===== src/rtl/pipe_pkg.sv =====
// Shared types for the pipeline stage register: occupancy state, default
// payload widths, and the ID/EX control bundle carried through the ctrl lane.
package pipe_pkg;

   typedef enum logic [1:0] {
      EMPTY = 2'd0,
      ONE   = 2'd1,
      FULL  = 2'd2
   } pipe_state_e;

   typedef struct packed {
      logic       reg_we;
      logic       mem_we;
      logic       mem_re;
      logic       wb_sel;
      logic       alu_src_b;
      logic [3:0] alu_op;
      logic [4:0] rd;
      logic [4:0] rs1;
      logic [4:0] rs2;
   } idex_ctrl_t;

   localparam int PIPE_DATA_W = 160;
   localparam int PIPE_CTRL_W = $bits(idex_ctrl_t);

endpackage


===== src/rtl/pipe_slot.sv =====
// One valid+payload register. Clear beats load; clearing ctrl also drops valid
// so an empty slot never presents a live write enable.
module pipe_slot #(
   parameter int CTRL_W = 24,
   parameter int DATA_W = 160
) (
   input  logic              clk,
   input  logic              rst,
   input  logic              load_i,
   input  logic              clr_ctrl_i,
   input  logic              clr_data_i,
   input  logic              valid_i,
   input  logic [CTRL_W-1:0] ctrl_i,
   input  logic [DATA_W-1:0] data_i,
   output logic              valid_o,
   output logic [CTRL_W-1:0] ctrl_o,
   output logic [DATA_W-1:0] data_o
);

   logic              valid_q;
   logic [CTRL_W-1:0] ctrl_q;
   logic [DATA_W-1:0] data_q;

   always_ff @(posedge clk or negedge rst) begin
      if (!rst) begin
         valid_q <= 1'b0;
         ctrl_q  <= '0;
      end else if (clr_ctrl_i) begin
         valid_q <= 1'b0;
         ctrl_q  <= '0;
      end else if (load_i) begin
         valid_q <= valid_i;
         ctrl_q  <= ctrl_i;
      end
   end

   always_ff @(posedge clk or negedge rst) begin
      if (!rst) begin
         data_q <= '0;
      end else if (clr_data_i) begin
         data_q <= '0;
      end else if (load_i && !clr_ctrl_i) begin
         data_q <= data_i;
      end
   end

   assign valid_o = valid_q;
   assign ctrl_o  = ctrl_q;
   assign data_o  = data_q;

endmodule


===== src/rtl/pipe_stage_reg.sv =====
// Pipeline stage register with valid/ready handshake and flush.
// Define PIPE_STAGE_SKID_EN for the two-entry head+skid version; default is a single register.
//
// state | meaning
// EMPTY | no entry held, out_valid=0
// ONE   | head holds an entry
// FULL  | head and skid both hold entries, in_ready=0 (skid build only)
module pipe_stage_reg
   import pipe_pkg::*;
#(
   parameter int DATA_W   = PIPE_DATA_W,
   parameter int CTRL_W   = PIPE_CTRL_W,
   parameter int CLR_DATA = 1
) (
   input  logic              clk,
   input  logic              rst,
   input  logic              flush,
   input  logic              in_valid,
   output logic              in_ready,
   input  logic [CTRL_W-1:0] in_ctrl,
   input  logic [DATA_W-1:0] in_data,
   output logic              out_valid,
   input  logic              out_ready,
   output logic [CTRL_W-1:0] out_ctrl,
   output logic [DATA_W-1:0] out_data,
   output logic [1:0]        occupancy
);

   localparam bit CLR_DATA_EN = (CLR_DATA != 0);

   pipe_state_e state_q, state_d;

   logic              accept;
   logic              pop;
   logic              head_load;
   logic              head_clr;
   logic              head_valid;
   logic              head_valid_d;
   logic [CTRL_W-1:0] head_ctrl_d;
   logic [DATA_W-1:0] head_data_d;
   logic              data_clr;

   assign accept    = in_valid && in_ready;
   assign pop       = out_valid && out_ready;
   assign data_clr  = flush && CLR_DATA_EN;
   assign out_valid = head_valid;
   assign occupancy = state_q;

   always_ff @(posedge clk or negedge rst) begin
      if (!rst) state_q <= EMPTY;
      else      state_q <= state_d;
   end

   pipe_slot #(.CTRL_W(CTRL_W), .DATA_W(DATA_W)) u_head (
      .clk        (clk),
      .rst        (rst),
      .load_i     (head_load),
      .clr_ctrl_i (head_clr),
      .clr_data_i (data_clr),
      .valid_i    (head_valid_d),
      .ctrl_i     (head_ctrl_d),
      .data_i     (head_data_d),
      .valid_o    (head_valid),
      .ctrl_o     (out_ctrl),
      .data_o     (out_data)
   );

`ifdef PIPE_STAGE_SKID_EN

   logic              skid_load;
   logic              skid_clr;
   logic              head_from_skid;
   logic              skid_valid;
   logic [CTRL_W-1:0] skid_ctrl;
   logic [DATA_W-1:0] skid_data;

   // Registered-only ready: the skid slot absorbs the entry accepted while stalled.
   assign in_ready     = (state_q != FULL);
   assign head_valid_d = head_from_skid ? skid_valid : 1'b1;
   assign head_ctrl_d  = head_from_skid ? skid_ctrl  : in_ctrl;
   assign head_data_d  = head_from_skid ? skid_data  : in_data;

   pipe_slot #(.CTRL_W(CTRL_W), .DATA_W(DATA_W)) u_skid (
      .clk        (clk),
      .rst        (rst),
      .load_i     (skid_load),
      .clr_ctrl_i (skid_clr),
      .clr_data_i (data_clr),
      .valid_i    (1'b1),
      .ctrl_i     (in_ctrl),
      .data_i     (in_data),
      .valid_o    (skid_valid),
      .ctrl_o     (skid_ctrl),
      .data_o     (skid_data)
   );

   always_comb begin
      state_d        = state_q;
      head_load      = 1'b0;
      head_clr       = 1'b0;
      head_from_skid = 1'b0;
      skid_load      = 1'b0;
      skid_clr       = 1'b0;
      if (flush) begin
         state_d  = EMPTY;
         head_clr = 1'b1;
         skid_clr = 1'b1;
      end else begin
         case (state_q)
            EMPTY: begin
               if (accept) begin
                  head_load = 1'b1;
                  state_d   = ONE;
               end
            end
            ONE: begin
               if (accept && !pop) begin
                  skid_load = 1'b1;
                  state_d   = FULL;
               end else if (!accept && pop) begin
                  head_clr = 1'b1;
                  state_d  = EMPTY;
               end else if (accept && pop) begin
                  head_load = 1'b1;
               end
            end
            FULL: begin
               if (pop) begin
                  head_load      = 1'b1;
                  head_from_skid = 1'b1;
                  skid_clr       = 1'b1;
                  state_d        = ONE;
               end
            end
            default: begin
               state_d  = EMPTY;
               head_clr = 1'b1;
               skid_clr = 1'b1;
            end
         endcase
      end
   end

`else

   // Single register: ready passes through from downstream when the head is held.
   assign in_ready     = !head_valid || out_ready;
   assign head_valid_d = 1'b1;
   assign head_ctrl_d  = in_ctrl;
   assign head_data_d  = in_data;

   always_comb begin
      state_d   = state_q;
      head_load = 1'b0;
      head_clr  = 1'b0;
      if (flush) begin
         state_d  = EMPTY;
         head_clr = 1'b1;
      end else if (accept) begin
         head_load = 1'b1;
         state_d   = ONE;
      end else if (pop) begin
         head_clr = 1'b1;
         state_d  = EMPTY;
      end
   end

`endif

endmodule

===== config.mk =====
export PLATFORM = sky130hd
export DESIGN_NAME = pipe_stage_reg
export DESIGN_NICKNAME = d
export VERILOG_FILES = /design/src/rtl/pipe_pkg.sv /design/src/rtl/pipe_slot.sv /design/src/rtl/pipe_stage_reg.sv
export SDC_FILE = /design/constraint.sdc
export NUM_CORES = 1
export LEC_CHECK = 0
export ABC_AREA = 1
export CORE_AREA = 2 2 147 149
export CTS_CLUSTER_SIZE = 20
export DETAILED_ROUTE_END_ITERATION = 7
export DIE_AREA = 0 0 149 151
export GPL_TIMING_DRIVEN = 0
export PLACE_DENSITY = 0.73
export SYNTH_ARGS = -nofsm -noshare
export SYNTH_HDL_FRONTEND = slang
export SYNTH_SLANG_ARGS = --single-unit
export TNS_END_PERCENT = 100

===== constraint.sdc =====
create_clock -name clk -period 2.6 [get_ports clk]
set_input_delay 0.52 -clock clk [delete_from_list [all_inputs] [get_ports clk]]
set_output_delay 0.52 -clock clk [all_outputs]
set_load 0.01 [all_outputs]

== Word level (Yosys, flattened, before mapping) ==
Cells that the tools add are included.

* Bits in registers: 187
* Input port bits: 189
* Output and inout port bits: 188
* Word-level logic and storage cells: 27

* Multiplexer cells: 14
* Reductions and logical operators: 9

{| class="wikitable"
|+ Operators with widths
! cell !! count
|-
| 160-bit 2-to-1 mux || 2
|-
| 24-bit 2-to-1 mux || 2
|-
| 1-bit 2-to-1 mux || 7
|-
| 2-bit 2-to-1 mux || 3
|-
| 2-bit nonzero test || 2
|-
| 1-bit logical AND || 3
|-
| 3-bit nonzero test || 1
|-
| 1-bit zero test || 2
|-
| 1-bit logical OR || 1
|}

== Logic depth before layout (Yosys ltp) ==
Gate-level depths: netlist (run 1).

* Depth after elaboration: 9
* Mapped depth: 8
* Mapped depth without buffers: 6

== By module ==
A second synthesis (run 1) with hierarchy kept.

* Cell total of the unflattened synthesis: 854
* Area, all modules: 7872.6 µm²

{| class="wikitable"
|+ By module, submodules not included
! module !! instances !! cells an instance !! area an instance (µm²) !! seq. area each (µm²)
|-
| pipe_slot || 1 || 839 || 7788.7 || 4629.4
|-
| pipe_stage_reg || 1 || 15 || 83.8 || 25.0
|}

== Least setup slack after synthesis (run 1) ==
No wires, ideal clock.

* Path kind: input-to-reg
* Start: in out_ready
* End: reg u_head.ctrl_q[10], in the netlist u_head.ctrl_o[10]
* Library setup time: 66 ps
* Arrival: 1261 ps
* Data required time: 2534 ps
* Slack: 1273 ps
* Stages: 7
* Buffers on the path: 2
* Cell sequence: inv_2 nand2_2 nand2_2 buf_2 buf_2 nand4_1 nand2_1

* Longest elaborated chain between the ends: 5
* Elaborated cells between the ends (all ways): 10
* Those cells by class: 6 x mux; 4 x reduce/logical

{| class="wikitable"
|+ Ends and longest elaborated chain
! element !! RTL line !! text
|-
| start: declaration || pipe_stage_reg.sv:23 || <nowiki>input logic out_ready,</nowiki>
|-
| 1-bit logical OR * || pipe_stage_reg.sv:147 || <nowiki>assign in_ready = !head_valid || out_ready;</nowiki>
|-
| named net in_ready || pipe_stage_reg.sv:19 || <nowiki>output logic in_ready,</nowiki>
|-
| 1-bit logical AND * || pipe_stage_reg.sv:43 || <nowiki>assign accept = in_valid && in_ready;</nowiki>
|-
| 1-bit 2-to-1 mux || pipe_stage_reg.sv:159 || <nowiki>end else if (accept) begin</nowiki>
|-
| 1-bit 2-to-1 mux || pipe_stage_reg.sv:156 || <nowiki>if (flush) begin</nowiki>
|-
| 24-bit 2-to-1 mux / 2-bit nonzero test (equally long branches) || -- ||
|-
| end signal: assignment || pipe_slot.sv:33 || <nowiki>ctrl_q <= ctrl_i;</nowiki>
|-
| end: declaration || pipe_slot.sv:21 || <nowiki>logic [CTRL_W-1:0] ctrl_q;</nowiki>
|}

The timed path passes the listed nets; every way through them passes the cells marked *.
A chain may end at the register's enable or synchronous reset.

== Worst setup path after layout (run 1) ==
* Start: in out_ready
* End: out in_ready

* Longest elaborated chain between the ends: 1

{| class="wikitable"
|+ Ends and longest elaborated chain
! element !! RTL line
|-
| 1-bit logical OR || pipe_stage_reg.sv:147
|-
| end: declaration || pipe_stage_reg.sv:19
|}

No other way between the ends.

==> metrics.cfg, run 1 <==
[clock_tree]
cts_tree = done
htreeDepth = 4
cts_buffer_depth = 2
clkSlewWorstSetupHoldPaths_ns = 0.08
cts_root_buf = clkbuf_16
cts_sinks = 186
cts-resized-gates = 0
clkLatencyLatePin_ns = 0.43
postCtsHoldBufs = 0
cts_made_buffers = 17
cts_setup_buffers = 0

[layout]
final_cells = 1496
final_common_cell = clkdlybuf4s50_1
final_cell_mix = clkdlybuf4s50_1, nand2_1, dfrtp_1
diodes = 0
area_growth_pct = 63.0
nNetsFinal = 1397
drive_above_1_share_pct = 7.29

[critical_path]
path_common_cell = clkdlybuf4s50_1
crit_buf_inv = 3
critPathSlowestCell = clkdlybuf4s50_1
worstPathCellList = clkdlybuf4s50_1, inv_2, nand2_2, clkdlybuf4s50_1
arrival_ns = 1.72
critPathKind = input port to output pin
startpoint_type = input port
critPathCaptureType = output pin
critPathRequiredTime_ns = 2.08
cp_top_family = buffers and inverters
path_max_fanout = 3
slowest_delay_ns = 0.56

[logic_synthesis]
syn_inst = 813
ys_ff_latch = 186
syn_nets = 1002
seq_area_frac_synth_pct = 62.6
synthesis.area_um2 = 7440
ys_types = 15
yosysWarnings = 0
avgSynthCellArea_um2 = 9.15

[die]
rows = 53
die_w_um = 149
start_util_pct = 35.7
coreArea_um2 = 20800
io_pins = 377
die_y_um = 151
fp.dieArea_um2 = 22500

[global_route]
grt_pass1_wl_um = 39000
grt_pass1_vias = 7004
grt.overflow.total = 0
grt_max_degree = 107
grt_usage_pct = 22.5
antenna_found_initial = 0

[power]
leakagePower_uw = 0.00597
switching_share_pct = 27.3
power_frac_comb_pct = 17.7
p_per_area_nw_per_um2 = 567
irDropWorstVdd_mv = 0.362
p_switching_uw = 1870
intPower_uw = 4990
clkPwrFrac_pct = 36.2
seq_power_share_pct = 46.1

[drt]
vias_per_cell = 4.74
drt_iter0_markers = 381
wire_per_inst_um = 17.1
routed_wirelength_um = 25500
firstDrtPassIters = 5
drtAntennaViolNets = 0
vias = 7096
drc = 0

[timing]
setup_tns_ns = 0
setup_violations = 0
worst_slew_pin_slew_ns = 0.842
rsz0062_at_grt = no
skew_ns = 0.00647
drv_slew = 0
hold_violations = 0
fin_crit_sh_pct = 86.1
period_minus_slack_ns = 2.24
hold_ws_ns = 0.0999
fmax_ghz = 0.447
maxSlewHeadroom_pct = 43.9

[placement]
dp_hpwl_um = 19300
place_congestion = 0.853
placed_cells = 1464
port_buffers = 375

[status]
status = finished clean

[worst_hold_path]
hold_class = input port to async pin

[run]
maxCapViolCount = 0

-- synthesized netlist by cell type --
cell type,n,area share [%]
nand2_1,370,19
buf_2,31,2.1
dfrtp_1,186,63
buf_1,5,0.25
nand4_1,25,2.1
a21oi_1,1,0.067
nand2_2,2,0.17
inv_2,3,0.15
buf_6,12,1.8
clkbuf_1,9,0.45
inv_1,1,0.050
buf_4,6,0.61
conb_1,1,0.050
nor2_4,1,0.15
nand3_1,160,11
-- metrics by stage --
| step | worst slack [ns] | util [%] | area [um2] | total power [uW] |
|---|---|---|---|---|
| after floorplan | 1.27 | - | 7440 | 3600 |
| after global placement | -6.86 | 55.4 | 11500 | 4430 |
| after detailed placement | 0.359 | 55.5 | 11600 | 4440 |
| after CTS | 0.352 | 58.2 | 12100 | 6940 |
| after global routing | 0.302 | 58.2 | 12100 | 7180 |
| final | 0.362 | 58.2 | 12100 | 6870 |
-- power by group through the flow --
stage	clock, uW	sequential (uW)	combinational, uW
2_1_floorplan	0	3290	305
3_3_place_gp	0	3210	1210
3_5_place_dp	0	3210	1230
4_1_cts	2540	3160	1230
5_1_grt	2680	3180	1320
6_report	2490	3160	1220
-- per-layer routing --
metal  GRT usage, %  vias to the layer above  wire length, um  share of wire [%]
li1               -                     3422                -                  -
met5              0                        -                0                  0
met1           28.6                     3353            10300                 40
met4           8.71                        0              831                3.3
met3           5.09                       49             1760                6.9
met2           37.5                      272            12600                 49
-- sequential cells by signal, indices dropped and copies added (netlist names) --
name / cells
u_head.ctrl_o: 24
u_head.data_o: 160
u_head.valid_o: 1
occupancy: 1
-- path summary, 6_finish.rpt --
check	startpoint	to	slack, ns	cells past startpoint
worst max register to register	u_head.valid_o	u_head.data_o[96]	1.10	6
worst max-delay path	out_ready	in_ready	0.36	4
worst min register to register	u_head.data_o[101]	u_head.data_o[101]	0.51	2
min in group clk	u_head.data_o[101]	u_head.data_o[101]	0.51	2
max in group asynchronous	rst	u_head.data_o[158]	1.61	2
worst min-delay path	rst	u_head.data_o[121]	0.1	1
-- area by class of cell --
type	instances	area, um2
Buffer	63	388
Timing Repair Buffer	376	3790
Inverter	4	15.0
Clock inverter	15	129
Sequential cell	186	4650
Multi-Input combinational cell	560	2380
Fill cell	1888	8700
Clock buffer	17	425
Tap cell	275	344
-- logic make-up after synthesis --
logic type	share of synthesized area, %
other cells	0.0504
flops	62.6
buf+inv	5.42
compound gates	0.0672
simple gates	31.9
-- worst reg2reg max path, stage by stage, from the launching register on --
cell	delay, ns
dfrtp_1	0.39
nand2_2	0.10
nand2_2	0.15
buf_2	0.30
buf_2	0.29
nand3_1	0.10
nand2_1	0.09
No activity file was read; power rests on OpenSTA's default activity.
==> inputs of run 2 (changes only) <==
--- a/config.mk
+++ b/config.mk
@@ -6,12 +6,11 @@
 export NUM_CORES = 1
 export LEC_CHECK = 0
 export ABC_AREA = 1
-export CORE_AREA = 2 2 147 149
+export CORE_UTILIZATION = 36
 export CTS_CLUSTER_SIZE = 20
 export DETAILED_ROUTE_END_ITERATION = 7
-export DIE_AREA = 0 0 149 151
 export GPL_TIMING_DRIVEN = 0
-export PLACE_DENSITY = 0.73
+export PLACE_DENSITY = 0.76
 export SYNTH_ARGS = -nofsm -noshare
 export SYNTH_HDL_FRONTEND = slang
 export SYNTH_SLANG_ARGS = --single-unit
==> constraint.sdc (replaced) <==
create_clock -name clk -period 1.8 [get_ports clk]
set_input_delay 0.36 -clock clk [delete_from_list [all_inputs] [get_ports clk]]
set_output_delay 0.36 -clock clk [all_outputs]
set_load 0.01 [all_outputs]
==> metrics.cfg, run 2 (same netlist as run 1, synthesis figures left out) <==
[global_route]
grt_usage_pct = 23.7  ; +1.2 points
antenna_found_initial = 0  ; unchanged
grt_pass1_wl_um = 39100  ; +0.48%
grt_max_degree = 96  ; -10%
grt.overflow.total = 0  ; unchanged
grt_pass1_vias = 7179  ; +2.5%

[layout]
drive_above_1_share_pct = 7.12  ; -0.17 points
final_common_cell = clkdlybuf4s50_1
area_growth_pct = 63.3
final_cell_mix = clkdlybuf4s50_1, nand2_1, dfrtp_1
largest_register_ffs = 160  ; unchanged
nFillCells = 1745  ; -7.6%
nNetsFinal = 1398  ; +0.072%
final_cell_area_um2 = 12100  ; +0.17%
diodes = 0  ; unchanged

[worst_hold_path]
hold_depth = 3
hold_class = input port to flop

[timing]
maxSlewHeadroom_pct = 52.3  ; +8.5 points
skew_ns = 0.00701  ; +0.000536 ns
worst_slew_pin_slew_ns = 0.715  ; -0.127 ns
period_minus_slack_ns = 1.76
fin_crit_sh_pct = 97.8
fin_ws_ns = 0.0390  ; -0.323 ns
setup_violations = 0  ; unchanged
fmax_ghz = 0.568
hold_violations = 0  ; unchanged
hold_ws_ns = 0.460  ; +0.360 ns
drv_slew = 0  ; unchanged
rsz0062_at_grt = no

[critical_path]
worstPathCellList = clkdlybuf4s50_1
cp_top_family = buffers and inverters
critPathRequiredTime_ns = 1.44  ; -0.64 ns
crit_buf_inv = 1  ; -2
cp_num_cells = 1  ; -3
startpoint_type = flop
slowest_delay_ns = 0.57  ; about the same
critPathCaptureType = output pin
critPathKind = flop to output pin
critPathSlowestCell = clkdlybuf4s50_1
r2r_cells = 6  ; unchanged
path_max_fanout = 2  ; -1
arrival_ns = 1.40  ; -0.32 ns

[power]
power_uw = 10000  ; +46%
irDropWorstVdd_mv = 0.538  ; +49%
p_per_area_nw_per_um2 = 823  ; +45%
leakagePower_uw = 0.00597  ; about the same

[drt]
routed_wirelength_um = 24700  ; -3.2%
vias = 7161  ; +0.92%
wire_per_inst_um = 16.6  ; -3.0%
firstDrtPassIters = 5  ; unchanged
drc = 0  ; unchanged
drtAntennaViolNets = 0  ; unchanged
drt_iter0_markers = 424  ; +11%
vias_per_cell = 4.80  ; +1.2%

[clock_tree]
cts_made_buffers = 17  ; unchanged
cts_sinks = 186  ; unchanged
htreeDepth = 4  ; unchanged
cts_buffer_depth = 2  ; unchanged
clkSlewWorstSetupHoldPaths_ns = 0.07  ; about the same
clkLatencyLatePin_ns = 0.43  ; about the same
cts_setup_buffers = 0  ; unchanged
cts_tree = done
cts_root_buf = clkbuf_16

[die]
rows = 52  ; -1.9%
die_y_um = 146  ; -3.5%
fp.dieArea_um2 = 21200  ; -5.6%
start_util_pct = 36.7  ; +1.0 points
io_pins = 377  ; unchanged
die_w_um = 146  ; -2.2%
coreArea_um2 = 20200  ; -2.8%

[placement]
place_congestion = 0.853  ; about the same
dp_hpwl_um = 18000  ; -6.4%
port_buffers = 375  ; unchanged
post-place-ws_ns = -0.400  ; -0.759 ns
detailed_place.area_um2 = 11600  ; about the same

[run]
maxCapViolCount = 0  ; unchanged

[status]
status = finished clean

run 2: routing by layer:
layer / GRT usage (%) / vias to the layer above / wire, um
met5: 0 / - / 0
met4: 11.1 / 0 / 899
met3: 5.20 / 60 / 1550
met2: 38.5 / 277 / 12000
met1: 30.2 / 3407 / 10300
li1: - / 3417 / -
run 2: final timing paths:
check	startpoint	end	slack [ns]
setup / recovery	u_head.data_o[55]	out_data[55]	0.04
hold / removal	in_data[157]	u_head.data_o[157]	0.46
setup reg to reg	u_head.valid_o	u_head.data_o[99]	0.32
hold reg to reg	u_head.data_o[37]	u_head.data_o[37]	0.51
max in group asynchronous	rst	u_head.ctrl_o[23]	0.34
min in group asynchronous	rst	u_head.data_o[54]	0.55
run 2: where the power goes:
part / internal, uW / switching [uW]
clock: 2000 / 1670
combinational: 962 / 796
sequential: 4430 / 141
run 2: cell type report:
| type | count | area (um2) | share of cell area (%) |
|---|---|---|---|
| flip-flops and latches | 186 | 4650 | 38.3 |
| repair buffers | 377 | 3790 | 31.3 |
| multi-input cells | 560 | 2380 | 19.6 |
| clock buffers | 21 | 460 | 3.79 |
| plain buffers | 63 | 388 | 3.19 |
| well taps | 270 | 338 | 2.78 |
| clock inverters | 11 | 111 | 0.917 |
| inverters | 4 | 15.0 | 0.124 |
run 2: through the flow:
step / util, % / std cells / TNS [ns]
after floorplan: - / 813 / 0
after global placement: 57.0 / 1458 / -1427.09
final: 60.0 / 1492 / 0
after CTS: 60.0 / 1492 / 0
after detailed placement: 57.1 / 1459 / -43.62
after global routing: 60.0 / 1492 / 0
run 2: what timing repair did:
| item | in CTS | in global routing |
|---|---|---|
| gates resized for setup | 1 | 0 |
| endpoints found under the hold margin | 89 | 0 |
| hold buffers | 1 | 0 |
| setup endpoints to repair | 1 | 0 |
